--- src/rtl/mem_bridge_responder.sv ---
// MEM-stage bridge responder: latches one CPU load/store, decodes it to DM/Timer0/Timer1,
// runs a req/ack device handshake with timeout, and returns aligned read data.
module mem_bridge_responder #(
    parameter int unsigned TIMEOUT  = 16,
    parameter logic [31:0] DM_LIMIT = 32'h0000_2FFF,
    parameter logic [31:0] T0_BASE  = 32'h0000_7F00,
    parameter logic [31:0] T1_BASE  = 32'h0000_7F10
) (
    input  logic        clk,
    input  logic        reset,
    input  logic [31:0] bridge_address,
    input  logic [31:0] bridge_write_data,
    input  logic [2:0]  bridge_write_size,
    input  logic [2:0]  bridge_read_size,
    output logic [31:0] bridge_read_data,
    output logic        bridge_accepted,
    output logic        bus_error,
    output logic [5:0]  interrupt_request,
    output logic [2:0]  dev_sel,
    output logic [31:0] dev_addr,
    output logic [31:0] dev_wdata,
    output logic [3:0]  dev_be,
    output logic        dev_we,
    output logic        dev_req,
    input  logic [2:0]  dev_ack,
    input  logic [31:0] dm_rdata,
    input  logic [31:0] t0_rdata,
    input  logic [31:0] t1_rdata,
    input  logic        t0_irq,
    input  logic        t1_irq,
    input  logic        ext_irq
);

    localparam int CW = (TIMEOUT > 2) ? $clog2(TIMEOUT) : 1;
    localparam int NUM_LANES = 4;

    typedef enum logic [1:0] {IDLE, WAIT, RESP} state_t;

    state_t                          state, state_nx;
    logic [31:0]                     a_q;
    logic [NUM_LANES-1:0][7:0]       wd_q;
    logic [3:0]                      be_q;
    logic [2:0]                      size_q;
    logic [2:0]                      sel_q;
    logic                            we_q;
    logic                            err_q;
    logic [CW-1:0]                   cnt;
    logic [31:0]                     rd_q;
    logic [5:0]                      irq_q;

    // Request decode, only meaningful while IDLE
    logic                            req_any, is_wr, size_ok, align_ok, timer_bad, dec_err;
    logic [2:0]                      req_size, dec_sel;
    logic [31:0]                     off0, off1;
    logic [NUM_LANES-1:0][7:0]       lane_wd;
    logic [3:0]                      req_be;

    assign req_any  = (|bridge_write_size) | (|bridge_read_size);
    assign is_wr    = |bridge_write_size;
    assign req_size = is_wr ? bridge_write_size : bridge_read_size;
    assign size_ok  = (req_size == 3'b001) || (req_size == 3'b010) || (req_size == 3'b100);
    assign align_ok = !((req_size == 3'b010) && bridge_address[0]) &&
                      !((req_size == 3'b100) && (bridge_address[1:0] != 2'b00));
    assign off0     = bridge_address - T0_BASE;
    assign off1     = bridge_address - T1_BASE;
    assign dec_sel[0] = (bridge_address <= DM_LIMIT);
    assign dec_sel[1] = (bridge_address >= T0_BASE) && (off0 < 32'd12);
    assign dec_sel[2] = (bridge_address >= T1_BASE) && (off1 < 32'd12);
    // Timers are word-only, and the count register at offset 8 is read-only
    assign timer_bad = (dec_sel[1] || dec_sel[2]) &&
                       ((req_size != 3'b100) ||
                        (is_wr && ((dec_sel[1] && off0 == 32'd8) || (dec_sel[2] && off1 == 32'd8))));
    assign dec_err  = (is_wr && (|bridge_read_size)) || !size_ok || !align_ok ||
                      (dec_sel == 3'b000) || timer_bad;

    for (genvar i = 0; i < NUM_LANES; i++) begin : g_lane
        always_comb begin
            case (req_size)
                3'b001:  lane_wd[i] = bridge_write_data[7:0];
                3'b010:  lane_wd[i] = bridge_write_data[8*(i%2) +: 8];
                default: lane_wd[i] = bridge_write_data[8*i +: 8];
            endcase
        end
    end

    always_comb begin
        case (req_size)
            3'b001:  req_be = 4'b0001 << bridge_address[1:0];
            3'b010:  req_be = bridge_address[1] ? 4'b1100 : 4'b0011;
            default: req_be = 4'b1111;
        endcase
    end

    // Response datapath
    logic        ack_hit, tmo;
    logic [31:0] dev_word, shifted, masked;

    assign ack_hit = |(dev_ack & sel_q);
    assign tmo     = (cnt == CW'(TIMEOUT - 1));

    always_comb begin
        dev_word = sel_q[2] ? t1_rdata : (sel_q[1] ? t0_rdata : dm_rdata);
        shifted  = dev_word >> {a_q[1:0], 3'b000};
        case (size_q)
            3'b001:  masked = {24'd0, shifted[7:0]};
            3'b010:  masked = {16'd0, shifted[15:0]};
            default: masked = shifted;
        endcase
    end

    always_comb begin
        state_nx = state;
        case (state)
            IDLE:    if (req_any) state_nx = dec_err ? RESP : WAIT;
            WAIT:    if (ack_hit || tmo) state_nx = RESP;
            default: state_nx = IDLE;
        endcase
    end

    always_ff @(posedge clk or negedge reset) begin
        if (!reset) begin
            state  <= IDLE;
            a_q    <= '0;
            wd_q   <= '0;
            be_q   <= '0;
            size_q <= '0;
            sel_q  <= '0;
            we_q   <= 1'b0;
            err_q  <= 1'b0;
            cnt    <= '0;
            rd_q   <= '0;
            irq_q  <= '0;
        end else begin
            state <= state_nx;
            irq_q <= {3'b000, ext_irq, t1_irq, t0_irq};
            case (state)
                IDLE: begin
                    cnt <= '0;
                    if (req_any) begin
                        a_q    <= bridge_address;
                        wd_q   <= lane_wd;
                        be_q   <= req_be;
                        size_q <= req_size;
                        we_q   <= is_wr;
                        sel_q  <= dec_err ? 3'b000 : dec_sel;
                        err_q  <= dec_err;
                        if (dec_err) rd_q <= '0;
                    end
                end
                WAIT: begin
                    if (ack_hit) begin
                        rd_q  <= masked;
                        err_q <= 1'b0;
                        cnt   <= '0;
                    end else if (tmo) begin
                        rd_q  <= '0;
                        err_q <= 1'b1;
                        cnt   <= '0;
                    end else begin
                        cnt <= cnt + 1'b1;
                    end
                end
                default: ;
            endcase
        end
    end

    // Device bus is only driven while a request is outstanding
    assign dev_req           = (state == WAIT);
    assign dev_sel           = dev_req ? sel_q : 3'b000;
    assign dev_addr          = dev_req ? {a_q[31:2], 2'b00} : 32'd0;
    assign dev_wdata         = dev_req ? wd_q : 32'd0;
    assign dev_be            = dev_req ? be_q : 4'b0000;
    assign dev_we            = dev_req & we_q;
    assign bridge_accepted   = (state == RESP);
    assign bus_error         = bridge_accepted & err_q;
    assign bridge_read_data  = rd_q;
    assign interrupt_request = irq_q;

endmodule

--- config.mk ---
export PLATFORM = sky130hd
export DESIGN_NAME = mem_bridge_responder
export DESIGN_NICKNAME = d
export VERILOG_FILES = /design/src/rtl/mem_bridge_responder.sv
export SDC_FILE = /design/constraint.sdc
export NUM_CORES = 1
export LEC_CHECK = 0
export ABC_AREA = 1
export CAP_MARGIN = 0
export CORE_MARGIN = 1
export CORE_UTILIZATION = 45
export DETAILED_ROUTE_END_ITERATION = 10
export PLACE_DENSITY = 0.82
export SYNTH_ARGS = -nofsm -noshare
export SYNTH_HDL_FRONTEND = slang
export SYNTH_SLANG_ARGS = --single-unit
--- constraint.sdc ---
create_clock -name clk -period 2.6 [get_ports clk]
set_clock_uncertainty 0.2 [all_clocks]
set_input_delay 0.52 -clock clk [delete_from_list [all_inputs] [get_ports clk]]
set_output_delay 0.52 -clock clk [all_outputs]
set_load 0.02 [all_outputs]
Yosys cells after proc, flatten, opt, wreduce, memory -nomap -nowiden
Cells that the tools add are included.

Equality and inequality tests: 15. $mul: 0. Shift operators: 2. Reductions and logical operators: 36. Multiplexer cells: 30. Bitwise gates (word level): 4. Add/sub/neg operators: 3. Div/mod/pow operators: 0. $lt $le $gt $ge: 5.

Operators by type and width (count): $mux W32 (8); $pmux W32 S2 (2); $eq A32 B4 Y1 const B (2); $ge A32 B15 Y1 const B (2); $lt A32 B4 Y1 const B (2); $sub A32 B15 Y32 const B (2); $le A32 B14 Y1 const B (1); $shr A32 B5 Y32 (1); $mux W4 (4); $mux W8 (2); $pmux W4 S2 (2); $pmux W8 S2 (1); $logic_and A1 B1 Y1 (10); $logic_or A1 B1 Y1 (10); $mux W3 (3); $reduce_or A3 Y1 (3); $eq A3 B1 Y1 const B (2); $eq A3 B2 Y1 const B (2); $mux W2 (3); $add A4 B1 Y4 const B (1); $eq A4 B4 Y1 const B (1); $logic_not A1 Y1 (4); $ne A2 B2 Y1 const B (2); $pmux W2 S2 (1); other kinds (19) (24).

Latch bits: 0. Memories kept: 0. Output and inout port bits: 113. Bits of input ports: 174. RAM bits: 0. Register bits: 117. ROM bits: 0.

Depth between registers and ports, before layout
Gate-level depths: netlist (run 1).

Word-level depth: 13. Depth in mapped cells: 21. Gate-level depth less buffers: 19.

Least setup slack after synthesis (run 1)
OpenSTA, ideal clock, no wires.

Path type: input to register. Start: input bridge_address[23]. End: register rd_q[11] (netlist: bridge_read_data[11]). Data required time: 2271 ps. Stages: 18. Data arrival time: 2121 ps. Buffers on the path: 2. Slack: 150 ps. Cells stage by stage: buf_6 > nor2_1 > nand2_1 > nor3_4 > nand2_1 > nand2_1 > nand2_1 > nor2_1 > nand2_1 > nor2_1 > nand3_2 > nand2_1 > o21ai_2 > nand3_4 > nand2_4 > buf_6 > nand2_1 > nand2_1.

Longest elaborated chain between the ends: 11.

RTL lines: start: declaration (RTL line 11) `input logic [31:0] bridge_address,`; $sub A32 B15 Y32, on equally long branches (RTL line 64, 65); $lt A32 B4 Y1, on equally long branches (RTL line 67, 68); $logic_and A1 B1 Y1, on equally long branches (RTL line 67, 68); $logic_and A1 B1 Y1 (RTL line 72) `(is_wr && ((dec_sel[1] && off0 == 32'd8) || (dec_sel[2] && off1 == 32'd8))));`; $logic_or A1 B1 Y1 (RTL line 72); $logic_and A1 B1 Y1 (RTL line 72); $logic_or A1 B1 Y1 (RTL line 71) `((req_size != 3'b100) ||`; $logic_and A1 B1 Y1 (RTL line 70) `assign timer_bad = (dec_sel[1] || dec_sel[2]) &&`; $logic_or A1 B1 Y1 (*) (RTL line 74) `(dec_sel == 3'b000) || timer_bad;`; $ne A2 B2 Y1 (no line) (*); $reduce_and A4 Y1 (no line) (*); end signal: assignment (RTL line 152) `rd_q <= masked;`; end: declaration (RTL line 48) `logic [31:0] rd_q;`.

Every way passes the cells marked *; elsewhere a longest branch is shown, timed or not. A chain may end at the register's enable or synchronous reset.

Worst setup path after layout (run 1)
Start: register state[1]. End: output bridge_accepted.

Longest elaborated chain between the ends: 1.

RTL lines: start: declaration (RTL line 39) `state_t state, state_nx;`; start signal: assignment (RTL line 134) `state <= state_nx;`; $eq A2 B2 Y1 (RTL line 175) `assign bridge_accepted = (state == RESP);`; end: declaration (RTL line 16) `output logic bridge_accepted,`.

No other way between the ends.

==> reports/results.tsv, run 1 <==
metric	value	unit
Final HPWL DP	20.19	mm
ys flop type	dfrtp_1	
synth warn	0	
GRT overflow	0	
crit end category	output pin	
Clock Pin Slew Worst Setup and Hold Paths	0.05	ns
Detailed Route WL	27.50	mm
Core Area	16000	um2
gr usage total	0.3168	
initial antenna violation count	1	
root buf cell	clkbuf_16	
wire length of the first global-routing pass	40.98	mm
Yosys top cell area share	0.3949	
Slew HR	0.6190	
layout net count	1626	
Final Hold Fails	0	
Layout fillers	1242	
final worst setup slack	0.07979	ns
startpoint types	register	
DR iter-0 viols	736	
CP max FO	5	
fin crit share	0.9693	
Std-Cell Rows	46	
Pwr Density	519.3	nW/um2
first drt pass iteration count	5	
Initial Util	0.4634	
status	finished clean	
DRC Markers	0	
Final Critical Period	2.520	ns
placed cell area	11080	um2
Layout area overhead	60.78	%
crit-path cells	buf_4 -> inv_1 -> nor2_1 -> clkdlybuf4s50_1	
Largest stage delay, worst path	0.66	ns
Via Count	8689	
number of global-route vias before repair	7955	
CP max stage cell	clkdlybuf4s50_1	
Clock Tree Buf Depth	2	
most common cell after layout, fill and taps aside	nand2_1	
Worst Path Buf+Inv	3	
total CTS buffers	17	
CTS tree	yes	
Die Y-Extent	130.4	um
routed vias/inst	5.169	
Syn Area/Cell	6.778	um2
fin util	0.7451	
Yosys reg bits	117	
IO Count	287	
critical path's top delay family	buffers and inverters	
post-synth cell types	49	
Max Slew Vio Count	0	
die area	16990	um2
PortBufs	281	
GP Congestion	0.9771	
final antenna-violating net count	0	
Yosys top cell by area	dfrtp_1	
commonest cells after routing, fill and taps aside	nand2_1 (289), clkdlybuf4s50_1 (179), inv_1 (133)	
Place WS	-0.6623	ns
WL/cell	16.36	um
CTS Sinks	117	
crit path DAT	1.80	ns
synthesized area	7415	um2
Worst-Skew Late Latency	0.43	ns
VDD IR max	0.4322	mV
CP Data Required Time	1.88	ns
Seq/Total Area, Yosys	0.3949	
Pwr Total	6.190	mW
max cap viols	0	
final setup fails	0	
Static Leak	6.166	nW
H-tree Lvls	4	
ys async rst share	1.000	
Syn Inst Count	1094	
Max Clk Rate	396.8	MHz
synth top area cells	dfrtp_1 (39%), nand2_1 (15%), nor2_1 (7.6%)	
layout cells sized above 1	0.1817	
Post-Layout Inst Area	11920	um2
largest net degree at the start of global routing	59	
Die Wd	130.4	um
Worst-Margin Slew	0.5643	ns
Worst Hold Class	in2reg	
EDFF count, synth	0	
critical path class	reg2out	
kinds of logic after synthesis:
kind of cell | synth area share
multiplexers | 0.01080
adder cells (fa/ha/maj) | 0.001687
AND/OR/NAND/NOR | 0.3348
flip-flops | 0.3949
AO/OA/AOI/OAI | 0.1402
XOR/XNOR | 0.008269
buffers and inverters | 0.1088
other | 0.0005058
cell type report:
cell class,instances,area (um2),share of cell area
multi-input cells,783,3965,0.3326
repair buffers,388,3591,0.3012
flip-flops and latches,117,2928,0.2456
inverters,144,541.8,0.04545
clock buffers,20,446.7,0.03747
well taps,216,270.3,0.02267
clock inverters,12,176.4,0.01480
diodes,1,2.502,0.0002099
metal layers:
| metal | routed length (um) | global-route usage |
|---|---|---|
| met1 | 11150 | 0.3974 |
| met2 | 12990 | 0.5300 |
| met3 | 2689 | 0.07544 |
| met4 | 658 | 0.1190 |
| met5 | 0 | 0 |
worst paths after layout:
check / depth (start not counted) / slack, ns / from / end
worst max-delay path: 4 / 0.08 / state[1]$_DFFE_PN0P_ / bridge_accepted
worst min-delay path: 3 / 0.20 / bridge_address[27] / a_q[27]$_DFFE_PN0P_
worst max register to register: 11 / 0.21 / sel_q[1]$_DFFE_PN0P_ / bridge_read_data[9]$_DFFE_PN0P_
worst min register to register: 2 / 0.27 / bridge_read_data[0]$_DFFE_PN0P_ / bridge_read_data[0]$_DFFE_PN0P_
max in group asynchronous: 3 / 1.14 / reset / cnt[0]$_DFFE_PN0N_
min in group asynchronous: 2 / 0.41 / reset / a_q[11]$_DFFE_PN0P_
what timing repair did:
action / in CTS / in global routing
gates resized for setup: 120 / 144
endpoints found under the setup margin: 107 / 81
setup buffers: 3 / 3
hold buffers: 1 / 0
endpoints found under the hold margin: 29 / 0
pin swaps: 8 / 45
gates cloned: 1 / 2
through the flow:
stage | hold WS [ns] | TNS [ns] | std cells
after floorplan | 0.02441 | 0 | 1098
after global placement | 0.2551 | -25.98 | 1638
after detailed placement | 0.2620 | -27.01 | 1638
after CTS | 0.2754 | -0.01625 | 1675
after global routing | 0.2203 | -0.2617 | 1681
final | 0.2017 | 0 | 1681
power breakdown:
part           leakage (nW)  internal, mW  total, mW  switching, mW
clock                 0.301          1.63       2.51          0.884
combinational          4.41         0.669       1.52          0.852
sequential             1.46          2.07       2.16         0.0863
total                  6.17          4.37       6.19           1.82
worst register-to-register path, cell delays in order (launching register included):
cell	delay, ns
dfrtp_1	0.34
buf_4	0.34
nand2_1	0.11
nand3_1	0.15
nor2_1	0.09
nand2_1	0.14
nand2_1	0.08
a21oi_1	0.38
nand2_8	0.14
clkbuf_16	0.20
nand2_2	0.06
nand2_1	0.04
synthesized netlist by cell type, types with 7 or more instances:
| cell type | n |
|---|---|
| a21oi_1 | 12 |
| nand2_1 | 306 |
| nand3_2 | 7 |
| nand4_1 | 11 |
| o22ai_1 | 11 |
| dfrtp_1 | 117 |
| nand2_2 | 17 |
| nor2_1 | 150 |
| a31oi_1 | 7 |
| mux2i_1 | 8 |
| clkbuf_1 | 44 |
| o21ai_0 | 105 |
| nand3_1 | 63 |
| nor3_1 | 7 |
| o211ai_1 | 16 |
| inv_1 | 135 |
sequential cells by signal, summed over array words and instances, names as in the netlist:
signal / count
sel_q: 3
be_q: 4
we_q: 1
interrupt_request: 3
a_q: 32
cnt: 4
bridge_read_data: 32
size_q: 3
state: 2
err_q: 1
wd_q: 32
Note: power is estimated with default switching activity, not from simulation.
==> inputs of run 2 (changes only) <==
--- a/config.mk
+++ b/config.mk
@@ -11,6 +11,7 @@
 export CORE_UTILIZATION = 45
 export DETAILED_ROUTE_END_ITERATION = 10
 export PLACE_DENSITY = 0.82
+export SETUP_SLACK_MARGIN = 0.15
 export SYNTH_ARGS = -nofsm -noshare
 export SYNTH_HDL_FRONTEND = slang
 export SYNTH_SLANG_ARGS = --single-unit
==> reports/results.tsv, run 2 (same netlist as run 1, synthesis figures left out) <==
metric	value	unit	change
status	finished clean		
met1 WL	11.28	mm	+1.2%
largest net degree at the start of global routing	71		+20%
most common cell after layout, fill and taps aside	nand2_1		
commonest cells after routing, fill and taps aside	nand2_1 (254), clkdlybuf4s50_1 (178), inv_1 (129)		
CP max FO	8		+3
Final HPWL DP	20.25	mm	+0.28%
layout cells sized above 1	0.2555		+0.07377
RSZ-0062 raised after global routing	true		
DR iter-0 viols	779		+5.8%
Layout area overhead	61.37	%	
die area	16990	um2	unchanged
Detailed Route WL	28.22	mm	+2.6%
Initial Util	0.4634		unchanged
reported net switching power	1.876	mW	+2.9%
H-tree Lvls	4		unchanged
fin crit share	0.9298		-0.03948
PortBufs	281		unchanged
number of global-route vias before repair	8258		+3.8%
IO Count	287		unchanged
Core Area	16000	um2	unchanged
top sig layer	met4		
CTS Sinks	117		unchanged
Std-Cell Rows	46		unchanged
crit path DAT	2.51	ns	+0.71 ns
Switching Share	0.2998		+0.005396
Final Hold Fails	0		unchanged
Max Clk Rate	413.6	MHz	+4.2%
crit end category	register		
Worst-Margin Slew	0.6382	ns	+0.07392 ns
Clock Tree Buf Depth	2		unchanged
WL/cell	16.79	um	+2.6%
Max Slew Vio Count	0		unchanged
final setup fails	0		unchanged
GP Congestion	0.9481		-3.0%
Gate power share	0.251		+0.005
first drt pass iteration count	5		unchanged
Worst Hold Class	in2reg		
Slew HR	0.5745		-0.04450
Pwr Density	522.9	nW/um2	+0.71%
DP Cell Count	1631		-0.43%
routed vias/inst	5.242		+1.4%
GRT overflow	0		unchanged
startpoint types	input pin		
initial antenna violation count	1		unchanged
Clock power frac	0.404		-0.002
Die Y-Extent	130.4	um	unchanged
Die Wd	130.4	um	unchanged
WL met2	13.35	mm	+2.7%
gr usage total	0.3220		+0.005131
Final Critical Period	2.418	ns	-0.1026 ns
Layout fillers	1254		+0.97%
Static Leak	6.101	nW	-1.1%
Pint	4.382	mW	+0.31%
layout net count	1626		unchanged
max cap viols	0		unchanged
critical path class	in2reg		
root buf cell	clkbuf_16		
Worst-Skew Late Latency	0.42	ns	about the same
DRC Markers	0		unchanged
wire length on met3	2.703	mm	+0.52%
Seq pwr share	0.345		-0.003
Multi-input gate area	4229	um2	+6.7%
Clock Pin Slew Worst Setup and Hold Paths	0.06	ns	about the same
Via Count	8812		+1.4%
total CTS buffers	17		unchanged
Cell Count, Final, Fillers Out	1681		unchanged
wire length of the first global-routing pass	41.76	mm	+1.9%
Register Area	2928	um2	unchanged
fin util	0.7478		+0.002736
CTS tree	yes		
CP Data Required Time	2.69	ns	+0.81 ns
final antenna-violating net count	0		unchanged
VDD IR max	0.4846	mV	+12%
==> run 2: final cells by class <==
type                       count  share of cell area
antenna                        1           0.0002091
clock buffer                  21             0.03765
multi-input combinational    783              0.3534
timing repair buffer         388              0.2815
inverter                     144             0.04538
clock inverter                11             0.01454
tap                          216             0.02259
sequential                   117              0.2447
==> run 2: final timing paths <==
path                       slack, ns                          endpoint                 start  cells after the start
max in group asynchronous       1.18               wd_q[1]$_DFFE_PN0P_                 reset                      3
setup / recovery                0.18  bridge_read_data[15]$_DFFE_PN0P_    bridge_address[15]                     17
setup reg to reg                0.20  bridge_read_data[15]$_DFFE_PN0P_  state[0]$_DFFE_PN0P_                     12
hold reg to reg                 0.27                 err_q$_DFFE_PN0P_     err_q$_DFFE_PN0P_                      2
min in group asynchronous       0.31                a_q[4]$_DFFE_PN0P_                 reset                      2
hold / removal                  0.13               a_q[15]$_DFFE_PN0P_    bridge_address[15]                      3
==> run 2: critical path: stages <==
cell	delay (ns)
buf_8	0.11
nor2_4	0.18
nand2_4	0.09
buf_6	0.13
nor3_4	0.21
nand2_1	0.10
o21ai_1	0.15
nand3_1	0.10
nor2_2	0.09
nand3_2	0.12
nand2_2	0.12
o21ai_4	0.07
nand3_4	0.10
nand2_8	0.11
buf_12	0.20
nand2_4	0.06
nand2_2	0.05
==> run 2: power by group through the flow <==
stage,registers [mW],logic (mW),clock network (mW)
floorplan,2.16,0.759,0
global placement,2.18,1.39,0
detailed placement,2.18,1.42,0
CTS,2.16,1.49,2.53
global route,2.18,1.73,2.63
finish,2.16,1.57,2.53
==> run 2: metrics by stage <==
step / area [um2] / worst slack [ns] / TNS [ns] / power, mW / hold slack [ns]
5_1_grt: 11970 / -0.003042 / -0.005905 / 6.540 / 0.1427
3_5_place_dp: 11040 / -0.6492 / -24.58 / 3.608 / 0.1897
4_1_cts: 11950 / 0.07525 / 0 / 6.176 / 0.1983
6_report: 11970 / 0.1824 / 0 / 6.257 / 0.1342
3_3_place_gp: 11040 / -0.6252 / -23.21 / 3.561 / 0.1862
2_1_floorplan: 7430 / 0.1783 / 0 / 2.923 / 0.02441
==> run 2: metal layers <==
layer	global-route usage	vias to the layer above
met5	0	-
met2	0.5322	455
met1	0.3957	4099
li1	-	4186
met4	0.1487	0
met3	0.08036	72
==> run 2: repair_timing <==
item                       4_1_cts  5_1_grt
hold buffers                     1        0
resized for setup              239      231
setup endpoints to repair      111      107
pin swaps                       46       50
buffers inserted                10        2
gates cloned                     3        1
hold endpoints to repair        12        0
==> inputs of run 3 (changes only) <==
--- a/config.mk
+++ b/config.mk
@@ -11,6 +11,7 @@
 export CORE_UTILIZATION = 45
 export DETAILED_ROUTE_END_ITERATION = 10
 export PLACE_DENSITY = 0.82
+export REMOVE_ABC_BUFFERS = 1
 export SETUP_SLACK_MARGIN = 0.15
 export SYNTH_ARGS = -nofsm -noshare
 export SYNTH_HDL_FRONTEND = slang
==> reports/results.tsv, run 3 (same netlist as run 1, synthesis figures left out) <==
metric	value	unit	change
Pwr Density	541.4	nW/um2	+3.5%
Final Hold Fails	18		+18
# diodes	0		-1
Pint	4.588	mW	+4.7%
Worst-Skew Late Latency	0.43	ns	about the same
Worst-Margin Slew	0.6507	ns	+0.01242 ns
Register Area	2928	um2	unchanged
Final HPWL DP	19.27	mm	-4.8%
VDD IR max	0.4572	mV	-5.7%
GRT overflow	0		unchanged
IO Count	287		unchanged
Clock Tree Buf Depth	2		unchanged
r2r endpoint	bridge_read_data[11]$_DFFE_PN0P_		
Pwr Total	6.481	mW	+3.6%
Switching Share	0.2921		-0.007655
crit-path cells	buf_6 -> nor2_4 -> buf_6 -> nand2_4 -> nor3_4 -> buf_4 -> nand2_1 -> nand2_1 -> nand3_1 -> nor2_2 -> nand3_2 -> nand2_2 -> o21ai_4 -> nand3_4 -> nand2_4 -> buf_6 -> buf_12 -> nand2_2 -> nand2_2		
Setup crit end	bridge_read_data[11]$_DFFE_PN0P_		
Max Slew Vio Count	0		unchanged
CTS Sinks	117		unchanged
first drt pass iteration count	5		unchanged
Place WS	-0.6665	ns	-0.01730 ns
total CTS buffers	17		unchanged
CP max stage cell	nor3_4		
Layout area overhead	61.42	%	about the same
layout cells sized above 1	0.2507		-0.004781
failing checks	negative hold slack		
Std-Cell Rows	46		unchanged
CP Data Required Time	2.70	ns	about the same
PortBufs	281		unchanged
Post-Layout Inst Area	11970	um2	about the same
DRC Markers	0		unchanged
Hold Slack	-0.02829	ns	-0.1625 ns
final worst setup slack	0.08622	ns	-0.09622 ns
fin crit share	0.9668		+0.03701
placed cell area	10990	um2	-0.45%
die area	16990	um2	unchanged
critical path class	in2reg		
number of global-route vias before repair	8513		+3.1%
reported net switching power	1.893	mW	+0.93%
worst reg-to-reg setup slack	0.15	ns	-0.05 ns
cts hold-fix bufs	0		-1
Clock Pin Slew Worst Setup and Hold Paths	0.06	ns	about the same
reg2reg start	sel_q[2]$_DFFE_PN0P_		
Slew HR	0.5662		-0.008281
initial antenna violation count	0		-1
Worst Path Buf+Inv	5		+2
final antenna-violating net count	0		unchanged
RSZ-0062 raised after global routing	true		
Core Area	16000	um2	unchanged
commonest cells after routing, fill and taps aside	nand2_1 (264), clkdlybuf4s50_1 (175), nor2_1 (130)		
crit path DAT	2.61	ns	+0.10 ns
Max Clk Rate	397.8	MHz	-3.8%
GP Congestion	0.9977		+5.2%
H-tree Lvls	4		unchanged
Layout fillers	1261		+0.56%
critical path's top delay family	simple AND/OR/NAND/NOR gates		
routed vias/inst	5.176		-1.3%
Die Wd	130.4	um	unchanged
Largest stage delay, worst path	0.24	ns	+0.03 ns
startpoint types	input pin		
wire length of the first global-routing pass	41.34	mm	-0.99%
CP Depth	19		+2
Worst Setup SP	bridge_address[15]		
WL/cell	16.61	um	-1.1%
R2R depth	12		unchanged
crit end category	register		
Multi-input gate area	4133	um2	-2.3%
Detailed Route WL	27.91	mm	-1.1%
layout net count	1626		unchanged
largest net degree at the start of global routing	118		+66%
CP max FO	8		unchanged
Final Critical Period	2.514	ns	+0.09622 ns
final setup fails	0		unchanged
most common cell after layout, fill and taps aside	nand2_1		
Clock power frac	0.427		+0.023
Worst Hold Class	in2async		
DR iter-0 viols	566		-27%
root buf cell	clkbuf_16		
Via Count	8696		-1.3%
gr usage total	0.3191		-0.002825
Gate power share	0.240		-0.011
Initial Util	0.4634		unchanged
Die Y-Extent	130.4	um	unchanged
status	complete, but fails checks		
Static Leak	6.098	nW	about the same
max cap viols	0		unchanged
Seq pwr share	0.333		-0.012
CTS tree	yes		
## run 3: cell count changes in the layout (fill, tap and decap cells not counted), moves of 4 or more
cell / before / now
buf_6: 8 / 12
nand2_4: 24 / 16
buf_2: 13 / 19
nand2_1: 254 / 264
clkbuf_2: 72 / 68
## run 3: layout make-up
cell class,instances,share of cell area
Clock buffer,18,0.03669
Timing Repair Buffer,389,0.2848
Multi-Input combinational cell,782,0.3453
Clock inverter,14,0.02049
Inverter,144,0.04558
Sequential cell,117,0.2446
Tap cell,216,0.02258
## run 3: per-layer routing
layer  share of wire  track usage
met5               0            0
met4           0.044       0.1805
met3           0.075      0.06806
met2            0.50       0.5616
met1            0.39       0.3586
## run 3: worst min path at each step
stage / cells after the start / to / slack (ns)
floorplan: 0 / a_q[0]$_DFFE_PN0P_ / 0.02
global placement: 2 / bridge_read_data[20]$_DFFE_PN0P_ / 0.26
detailed placement: 2 / bridge_read_data[2]$_DFFE_PN0P_ / 0.26
CTS: 2 / interrupt_request[2]$_DFF_PN0_ / 0.02
global route: 2 / wd_q[16]$_DFFE_PN0P_ / 0.06
finish: 2 / interrupt_request[2]$_DFF_PN0_ / -0.03
## run 3: repair_timing
item | in CTS | in global routing
cloned | 4 | 1
pin swaps | 25 | 32
resized for setup | 268 | 201
endpoints found under the setup margin | 111 | 105
buffers inserted | 12 | 5
## run 3: power by group through the flow
stage          logic (mW)  clock network (mW)  registers, mW
2_1_floorplan       0.702                   0           2.19
3_3_place_gp         1.36                   0           2.17
3_5_place_dp         1.40                   0           2.18
4_1_cts              1.51                2.78           2.15
5_1_grt              1.72                2.88           2.18
6_report             1.56                2.77           2.16
## run 3: through the flow
stage / setup TNS [ns] / instances / utilization
2_1_floorplan: -201.07 / 1043 / -
3_3_place_gp: -25.14 / 1626 / 0.6866
3_5_place_dp: -25.24 / 1626 / 0.6866
4_1_cts: 0 / 1674 / 0.7531
5_1_grt: 0 / 1680 / 0.7480
6_report: 0 / 1680 / 0.7480
